[config.mk]
export PLATFORM = sky130hd
export DESIGN_NAME = cache_axi_bridge
export DESIGN_NICKNAME = d
export VERILOG_FILES = /design/src/rtl/cache_axi_bridge.sv
export SDC_FILE = /design/constraint.sdc
export NUM_CORES = 1
export LEC_CHECK = 0
export CORE_AREA = 2 2 170 172
export CTS_BUF_LIST = sky130_fd_sc_hd__clkbuf_2
export DETAILED_ROUTE_END_ITERATION = 8
export DIE_AREA = 0 0 172 174
export GPL_TIMING_DRIVEN = 1
export PLACE_DENSITY = 0.61
export SYNTH_ARGS = -nofsm -noshare
export SYNTH_HDL_FRONTEND = slang
export SYNTH_SLANG_ARGS = --single-unit
[constraint.sdc]
create_clock -name clk -period 13.1 [get_ports clk]
set_input_delay 1.965 -clock clk [delete_from_list [all_inputs] [get_ports clk]]
set_output_delay 1.965 -clock clk [all_outputs]
set_load 0.02 [all_outputs]
[src/rtl/cache_axi_bridge.sv]
// cache_axi_bridge
//   Responder side of the cache miss interface. Converts cache line refills
//   (rd_req) and writebacks (wr_req) into AXI4 INCR bursts on a 32-bit master
//   port, and streams read data back to the cache one word per beat.
//   One read and one write may be outstanding at a time. A read to the same
//   16-byte line as an in-flight write is held off until that write's
//   B handshake completes.
//
// Ports
//   clk, rst                       clock, synchronous active-high reset
//   rd_req/rd_type/rd_addr/rd_rdy  cache read request channel
//   ret_valid/ret_data/ret_last    read return words to the cache
//   wr_req/wr_type/wr_addr/
//   wr_wstrb/wr_data/wr_rdy        cache write request channel
//   ar*/r*                         AXI4 read address / read data channels
//   aw*/w*/b*                      AXI4 write address / data / response channels
module cache_axi_bridge #(
  parameter logic [3:0] RD_ID = 4'd0,
  parameter logic [3:0] WR_ID = 4'd1
) (
  input  logic         clk,
  input  logic         rst,
  // cache read side
  input  logic         rd_req,
  input  logic [2:0]   rd_type,
  input  logic [31:0]  rd_addr,
  output logic         rd_rdy,
  output logic         ret_valid,
  output logic [31:0]  ret_data,
  output logic         ret_last,
  // cache write side
  input  logic         wr_req,
  input  logic [2:0]   wr_type,
  input  logic [31:0]  wr_addr,
  input  logic [3:0]   wr_wstrb,
  input  logic [127:0] wr_data,
  output logic         wr_rdy,
  // AXI read address
  output logic [3:0]   arid,
  output logic [31:0]  araddr,
  output logic [7:0]   arlen,
  output logic [2:0]   arsize,
  output logic [1:0]   arburst,
  output logic         arvalid,
  input  logic         arready,
  // AXI read data
  input  logic [3:0]   rid,
  input  logic [31:0]  rdata,
  input  logic [1:0]   rresp,
  input  logic         rlast,
  input  logic         rvalid,
  output logic         rready,
  // AXI write address
  output logic [3:0]   awid,
  output logic [31:0]  awaddr,
  output logic [7:0]   awlen,
  output logic [2:0]   awsize,
  output logic [1:0]   awburst,
  output logic         awvalid,
  input  logic         awready,
  // AXI write data
  output logic [31:0]  wdata,
  output logic [3:0]   wstrb,
  output logic         wlast,
  output logic         wvalid,
  input  logic         wready,
  // AXI write response
  input  logic [3:0]   bid,
  input  logic [1:0]   bresp,
  input  logic         bvalid,
  output logic         bready
);

  localparam logic [2:0] TYPE_LINE = 3'b100;

  typedef enum logic [1:0] {R_IDLE, R_AR, R_DATA} rd_state_t;
  typedef enum logic [1:0] {W_IDLE, W_XFER, W_RESP} wr_state_t;

  rd_state_t rd_state;
  wr_state_t wr_state;

  // read-side registers
  logic [31:0]  ar_addr_q;
  logic [7:0]   ar_len_q;
  logic         arvalid_q;
  logic         rready_q;

  // write-side registers
  logic [31:0]  wr_addr_q;
  logic [127:0] wr_data_q;
  logic [3:0]   wr_strb_q;
  logic         wr_line_q;
  logic [1:0]   beat_q;
  logic         aw_done_q;
  logic         w_done_q;
  logic         awvalid_q;
  logic         wvalid_q;
  logic         bready_q;

  logic         conflict;
  logic         aw_hs;
  logic         w_hs;
  logic         aw_fin;
  logic         w_fin;

  // Response ids and codes carry no information this bridge acts on.
  logic unused_resp;
  assign unused_resp = ^{rid, rresp, bid, bresp};

  // A read may not overtake a writeback to the same line; the data in
  // memory is stale until the write response arrives.
  assign conflict = (wr_state != W_IDLE) && (rd_addr[31:4] == wr_addr_q[31:4]);

  assign rd_rdy    = (rd_state == R_IDLE) && !conflict;
  assign wr_rdy    = (wr_state == W_IDLE);

  assign arid      = RD_ID;
  assign araddr    = ar_addr_q;
  assign arlen     = ar_len_q;
  assign arsize    = 3'd2;
  assign arburst   = 2'b01;
  assign arvalid   = arvalid_q;
  assign rready    = rready_q;

  // rready is high exactly while in R_DATA, so it also qualifies the return.
  assign ret_valid = rready_q & rvalid;
  assign ret_data  = rdata;
  assign ret_last  = rready_q & rlast;

  assign awid      = WR_ID;
  assign awaddr    = wr_line_q ? {wr_addr_q[31:4], 4'b0000} : wr_addr_q;
  assign awlen     = wr_line_q ? 8'd3 : 8'd0;
  assign awsize    = 3'd2;
  assign awburst   = 2'b01;
  assign awvalid   = awvalid_q;

  assign wdata     = wr_data_q[{beat_q, 5'b00000} +: 32];
  assign wstrb     = wr_line_q ? 4'hf : wr_strb_q;
  assign wlast     = (beat_q == awlen[1:0]);
  assign wvalid    = wvalid_q;
  assign bready    = bready_q;

  // AW and W complete independently; a channel counts as finished if it
  // was already done or handshakes this cycle, so simultaneous completion
  // still advances to W_RESP in one step.
  assign aw_hs  = awvalid_q & awready;
  assign w_hs   = wvalid_q & wready;
  assign aw_fin = aw_done_q | aw_hs;
  assign w_fin  = w_done_q | (w_hs & wlast);

  always_ff @(posedge clk) begin
    if (rst) begin
      rd_state  <= R_IDLE;
      arvalid_q <= 1'b0;
      rready_q  <= 1'b0;
    end else begin
      case (rd_state)
        R_IDLE: begin
          if (rd_req && rd_rdy) begin
            if (rd_type == TYPE_LINE) begin
              ar_addr_q <= {rd_addr[31:4], 4'b0000};
              ar_len_q  <= 8'd3;
            end else begin
              ar_addr_q <= rd_addr;
              ar_len_q  <= 8'd0;
            end
            arvalid_q <= 1'b1;
            rd_state  <= R_AR;
          end
        end
        R_AR: begin
          if (arready) begin
            arvalid_q <= 1'b0;
            rready_q  <= 1'b1;
            rd_state  <= R_DATA;
          end
        end
        R_DATA: begin
          if (rvalid && rlast) begin
            rready_q <= 1'b0;
            rd_state <= R_IDLE;
          end
        end
        default: begin
          arvalid_q <= 1'b0;
          rready_q  <= 1'b0;
          rd_state  <= R_IDLE;
        end
      endcase
    end
  end

  always_ff @(posedge clk) begin
    if (rst) begin
      wr_state  <= W_IDLE;
      awvalid_q <= 1'b0;
      wvalid_q  <= 1'b0;
      bready_q  <= 1'b0;
      aw_done_q <= 1'b0;
      w_done_q  <= 1'b0;
      beat_q    <= 2'd0;
    end else begin
      case (wr_state)
        W_IDLE: begin
          if (wr_req) begin
            wr_addr_q <= wr_addr;
            wr_data_q <= wr_data;
            wr_strb_q <= wr_wstrb;
            wr_line_q <= (wr_type == TYPE_LINE);
            beat_q    <= 2'd0;
            aw_done_q <= 1'b0;
            w_done_q  <= 1'b0;
            awvalid_q <= 1'b1;
            wvalid_q  <= 1'b1;
            wr_state  <= W_XFER;
          end
        end
        W_XFER: begin
          if (aw_hs) begin
            aw_done_q <= 1'b1;
            awvalid_q <= 1'b0;
          end
          if (w_hs) begin
            beat_q <= beat_q + 2'd1;
            if (wlast) begin
              w_done_q <= 1'b1;
              wvalid_q <= 1'b0;
            end
          end
          if (aw_fin && w_fin) begin
            bready_q <= 1'b1;
            wr_state <= W_RESP;
          end
        end
        W_RESP: begin
          if (bvalid) begin
            bready_q <= 1'b0;
            wr_state <= W_IDLE;
          end
        end
        default: begin
          awvalid_q <= 1'b0;
          wvalid_q  <= 1'b0;
          bready_q  <= 1'b0;
          wr_state  <= W_IDLE;
        end
      endcase
    end
  end

endmodule

**Word-level counts from Yosys, hierarchy flattened**

Index checks and enable logic that the tools add are counted.

- Bits in registers: 218
- Word-level logic and storage cells: 106

- Shift-type cells: 1
- Reduce and logical (&&, ||, !) cells: 22
- Muxes and demuxes: 36
- Bitwise gates (word level): 12
- Add/subtract/negate cells: 1
- Equality and inequality tests: 17

Operators by type and width:

| cell | count |
|---|---|
| variable part select 128 x 8 -> 32 bit | 1 |
| AND reduction 3 bit | 10 |
| equality test 28 bit | 1 |
| 2-to-1 mux 2 bit | 10 |
| inequality test 2 bit, second input constant | 8 |
| one-hot mux 1 bit (3 select lines) | 5 |
| 2-to-1 mux 1 bit | 14 |
| one-hot mux 2 bit (3 select lines) | 2 |
| 2-to-1 mux 4 bit | 2 |
| AND reduction 4 bit | 2 |
| equality test 3 bit, second input constant | 2 |
| bitwise AND 1 bit | 5 |
| logical AND 1 bit | 5 |
| NOT 1 bit | 5 |
| equality test 2 x 1 -> 1 bit, second input constant | 2 |
| equality test 2 bit, second input constant | 2 |
| logical NOT 2 bit | 2 |
| one-hot mux 1 bit (2 select lines) | 2 |
| one-hot mux 2 bit (2 select lines) | 1 |
| nonzero test 2 bit | 2 |
| adder 2 x 1 -> 2 bit, second input constant | 1 |
| equality test 2 bit | 1 |
| inequality test 2 x 1 -> 1 bit, second input constant | 1 |
| OR 1 bit | 2 |
| logical NOT 1 bit | 1 |

**Longest topological paths before layout**

- Depth in word-level cells: 7
- Mapped depth: 6
- Gate-level depth less buffers: 5

**Worst setup path before layout**

OpenSTA, ideal clock, no wires.

- Path kind: input-to-reg
- Start: input rst
- End: register wr_addr_q[0], enable pin
- Required time: 12.407 ns
- Stages: 2
- Setup slack: 3.348 ns
- Arrival time: 9.059 ns
- Cells stage by stage: clkbuf_1 -> nor2_1

- Longest elaborated chain between the ends: 2

RTL lines:

| what | RTL line | source |
|---|---|---|
| from (decl) | 22 | `input logic rst,` |
| NOT 1 bit (no line) | - |  |
| AND reduction 3 bit (no line) | - |  |
| to (signal assigned) | 206 | `wr_addr_q <= wr_addr;` |
| to (decl) | 89 | `logic [31:0] wr_addr_q;` |

Every way passes these cells.
A chain may end at the register's enable or synchronous reset.

**Worst setup path after layout**

- Start: input rd_addr[30]
- End: output rd_rdy

- Longest elaborated chain between the ends: 4

RTL lines:

| what | RTL line | source |
|---|---|---|
| from (decl) | 26 | `input logic [31:0] rd_addr,` |
| equality test 28 bit | 112 | `assign conflict = (wr_state != W_IDLE) && (rd_addr[31:4] == wr_addr_q[31:4]);` |
| logical AND 1 bit | 112 |  |
| logical NOT 1 bit | 114 | `assign rd_rdy = (rd_state == R_IDLE) && !conflict;` |
| logical AND 1 bit | 114 |  |
| to (decl) | 27 | `output logic rd_rdy,` |

Every way passes these cells.

==> key figures <==
Floorplan
  • Core ar.: 28240 um2
  • Std-Cell Rows: 62
  • Die X-Extent: 172 um
  • Initial core utilization: 29.85%
  • Die H: 174 um
  • Total Die Area: around 30000 um2
  • Top-level port count: 432

Yosys
  • Post-Syn Area: 8429 um2
  • Post-synthesis share of cell area spent on full adders, half adders and majority gates: 0%
  • Sequential fraction of the synthesis area: 73.62%
  • Count of mapped cells out of synthesis: 463
  • Xor/xnor share of the synthesized area: 3.013%
  • Dominant combinational cell family by area after synthesis: buffers and inverters
  • Compound-Gate Fraction of Synth Area: 1.618%
  • Distinct cells, synth: 33
  • Post-synthesis share of cell area spent on and, or, nand and nor gates: 3.904%
  • Mux contribution to synthesized area: 8.669%
  • Avg Inst Size Synth: about 18 um2
  • FF+latch count, synth: 211
  • Warning count from the yosys run: 0

Critical path
  • Arrival time at the worst endpoint: ~4.2 ns
  • Most frequent cell on the critical path: sky130_fd_sc_hd__clkdlybuf4s50_1
  • CP cell instances: clkdlybuf4s50_1 > xor2_1 > nor4_1 > nand4_1 > nor2_1 > nor3_1 > clkdlybuf4s50_1
  • CP Data Required Time: 11.14 ns
  • Setup slack of the most critical reg-to-reg path: 10.21 ns
  • Master of the slowest instance on the critical path: sky130_fd_sc_hd__clkdlybuf4s50_1
  • Worst r2r dst: wr_data_q[101]
  • Top Family by Delay on Critical Path: simple AND/OR/NAND/NOR gates
  • Buf/Inv on CP: 2
  • CP max stage delay: about 0.57 ns
  • Largest fanout on the critical path: 2
  • Setup crit start kind: input port
  • Worst setup path category: input port to output port
  • Worst flop-to-flop path startpoint: wr_state[1]
  • Worst reg-to-reg path cell count: 5
  • Endpoint kind of the worst setup timing path: output port

GRT
  • Antenna violations before repair: 5
  • Largest net degree at the start of global routing: 66
  • Global-route wire length before repair: ~30000 um
  • Vias in the first global route: 5249
  • Sum of overflow across all layers after global routing: 0
  • All-Layer GR Usage: 13.34%

Routing
  • Wirelength, routed: 20620 um
  • Avg WL per Cell: 17.20 um
  • Drt initial violations: between 100 and 150
  • Total via count after detailed routing: around 4900
  • Ratio of routed vias to standard cells: 4.100
  • DRC violations left: 0
  • Number of routed nets with antenna violations: 0
  • First-pass DRT Iterations: 4

Clocking
  • Clock latency at the later pin of the worst-skew pair: 0.82 ns
  • CTS resizes: 0
  • Num Clock Sinks: 211
  • Longest Clk Path Bufs: 3
  • Max H-tree Level: 2
  • Number of CTS-inserted buffers: 55
  • Clock root buffer: sky130_fd_sc_hd__clkbuf_2
  • Quantity of hold-fixing buffers added after cts: 0
  • Post-CTS setup buffers: 0
  • Clock transition at path regs: approximately 0.090 ns
  • CTS tree: yes

Pwr
  • Maximum resistive drop on vdd: 0.06331 mV
  • Power after layout: 1395 uW
  • Reported leakage power: 0.004149 uW
  • P per Cell Area: 115.7 nW/um2

STA
  • Final-report max-slew violation count: 0
  • RSZ-0062 raised after global routing: false
  • Tightest Pin Transition: between 1 and 1.5 ns
  • Final cycle utilization of the critical path: a little under half
  • Maximum clock rate: 0.1634 GHz
  • Min Hold Slack: between 0.4 and 0.5 ns
  • Count of endpoints failing setup in the final report: 0
  • Number of endpoints with negative hold slack in the final report: 0
  • Sum of negative setup slack: 0 ns
  • Min Clock Period, post-route: between 6 and 7 ns
  • Relative slew margins: 31.88%
  • Worst setup skew after layout: 0.08242 ns

Run status
  • Result of the run: completed

Worst hold path
  • Path category of the worst min-delay check: flop to flop
  • Worst min-delay path endpoint: bready
  • Startpoint of the lowest-slack hold path: bready
  • Min-Delay Path Depth: 2

Final layout
  • Final core area utilization: 42.70%
  • Layout filler cell count: 2603
  • Final non-filler cell total: 1199
  • Layout net count: 1032
  • Fraction of final layout cells sized beyond drive strength 1: about 17%
  • Growth of design area from synthesis to finish: 43.05%

Placement
  • Total of buffers placed on input and output ports: 325
  • Final weighted congestion of routability-driven global placement: around 0.77
  • DP Wirelength: about 16000 um
  • DP Cell Count: 1103

Flow run
  • Max_cap viols: 0
cells by family after synthesis:
family / after synthesis
xor+xnor: 29
flops: 211
other cells: 2
mux: 33
compound gates: 22
buf+inv: 106
simple gates: 60
worst min-delay path, delay by kind of cell, from the launching register on:
kind,cells,cell delay [ns]
flops,1,0.32
compound gates,1,0.05
simple gates,1,0.07
how the worst max path moves through the flow:
stage | from | depth (start not counted) | end | slack, ns
global route | rd_addr[30] | 7 | rd_rdy | 6.88
floorplan | rst | 2 | wr_addr_q[0] | 3.35
finish | rd_addr[30] | 7 | rd_rdy | 6.98
CTS | rd_addr[30] | 7 | rd_rdy | 6.91
global placement | rd_addr[30] | 7 | rd_rdy | 6.88
detailed placement | rd_addr[30] | 7 | rd_rdy | 6.92
metal layers:
layer	GRT usage (%)	wire [um]	vias up
li1	-	-	2297
met1	12.57	6550	2299
met2	24.18	11050	260
met3	6.148	2320	58
met4	6.303	686	2
met5	0	12	-
state kept, by name (all words and copies together) (netlist names):
register,flops
wr_addr_q,32
wr_state,2
rready,1
arvalid,1
beat_q,2
wr_line_q,1
wr_strb_q,4
arlen,1
wr_data_q,128
awvalid,1
bready,1
araddr,32
wvalid,1
rd_state,2
aw_done_q,1
w_done_q,1
synth_stat cells:
library cell	count	area, um2
sky130_fd_sc_hd__edfxtp_1	198	5946
sky130_fd_sc_hd__buf_4	93	698.2
sky130_fd_sc_hd__mux4_2	32	720.7
sky130_fd_sc_hd__xor2_1	29	254.0
sky130_fd_sc_hd__nor2_1	14	52.55
sky130_fd_sc_hd__dfxtp_1	13	260.3
sky130_fd_sc_hd__a21oi_1	9	45.04
sky130_fd_sc_hd__nand2_1	9	33.78
sky130_fd_sc_hd__nor2b_1	8	50.05
sky130_fd_sc_hd__nor4_1	6	37.54
sky130_fd_sc_hd__o21ai_0	6	30.03
sky130_fd_sc_hd__clkbuf_1	4	15.01
sky130_fd_sc_hd__inv_1	4	15.01
sky130_fd_sc_hd__nor3_1	4	20.02
sky130_fd_sc_hd__or2_2	4	25.02
sky130_fd_sc_hd__and2_1	3	18.77
sky130_fd_sc_hd__buf_2	3	15.01
sky130_fd_sc_hd__nor3b_1	3	22.52
sky130_fd_sc_hd__a21oi_2	2	17.52
sky130_fd_sc_hd__a32oi_1	2	17.52
sky130_fd_sc_hd__buf_6	2	22.52
sky130_fd_sc_hd__conb_1	2	7.510
sky130_fd_sc_hd__nand2b_1	2	12.51
sky130_fd_sc_hd__nand4_1	2	12.51
sky130_fd_sc_hd__a21boi_2	1	11.26
sky130_fd_sc_hd__a31oi_1	1	6.260
sky130_fd_sc_hd__mux2i_1	1	10.01
sky130_fd_sc_hd__nand3_1	1	5.000
sky130_fd_sc_hd__nand3b_1	1	7.510
sky130_fd_sc_hd__nor4b_1	1	8.760
sky130_fd_sc_hd__o41ai_1	1	8.760
sky130_fd_sc_hd__or3_4	1	11.26
sky130_fd_sc_hd__or4_4	1	11.26
power breakdown:
part | total (uW) | switching (uW) | internal (uW) | leakage, uW
combinational | 174 | 75.2 | 98.8 | 0.00183
sequential | 784 | 11.2 | 772 | 0.00195
clock | 437 | 256 | 181 | 0.000369
area by class of cell:
class                           count  area, um2  share of cell area (%)
Timing Repair Buffer              330       3291                   27.29
Inverter                            4      15.01                  0.1245
Antenna cell                        4      10.01                 0.08301
Clock inverter                     13      87.58                  0.7264
Multi-Input combinational cell    174       1570                   13.02
Sequential cell                   211       6208                   51.49
Clock buffer                       79      395.4                   3.279
Tap cell                          384      480.5                   3.985
through the flow:
step | worst slack (ns) | instance area (um2)
2_1_floorplan | 3.348 | 8534
3_3_place_gp | 6.875 | 11560
3_5_place_dp | 6.923 | 11560
4_1_cts | 6.914 | 12050
5_1_grt | 6.881 | 12050
6_report | 6.980 | 12060
placed cells by master (no fill, tap or decap), types with 3 or more instances in the layout:
cell,n
sky130_fd_sc_hd__nor3_1,4
sky130_fd_sc_hd__mux4_2,32
sky130_fd_sc_hd__inv_1,4
sky130_fd_sc_hd__o21ai_0,6
sky130_fd_sc_hd__edfxtp_1,198
sky130_fd_sc_hd__conb_1,30
sky130_fd_sc_hd__nand2_1,9
sky130_fd_sc_hd__and2_1,3
sky130_fd_sc_hd__clkbuf_2,79
sky130_fd_sc_hd__nor4_1,6
sky130_fd_sc_hd__clkinv_1,7
sky130_fd_sc_hd__diode_2,4
sky130_fd_sc_hd__clkdlybuf4s50_1,325
sky130_fd_sc_hd__dfxtp_1,11
sky130_fd_sc_hd__nor2b_1,8
sky130_fd_sc_hd__clkinv_2,3
sky130_fd_sc_hd__buf_4,5
sky130_fd_sc_hd__a21oi_1,9
sky130_fd_sc_hd__or2_2,4
sky130_fd_sc_hd__xor2_1,29
sky130_fd_sc_hd__nor3b_1,3
sky130_fd_sc_hd__nor2_1,13
Note: power is estimated with default switching activity, not from simulation.
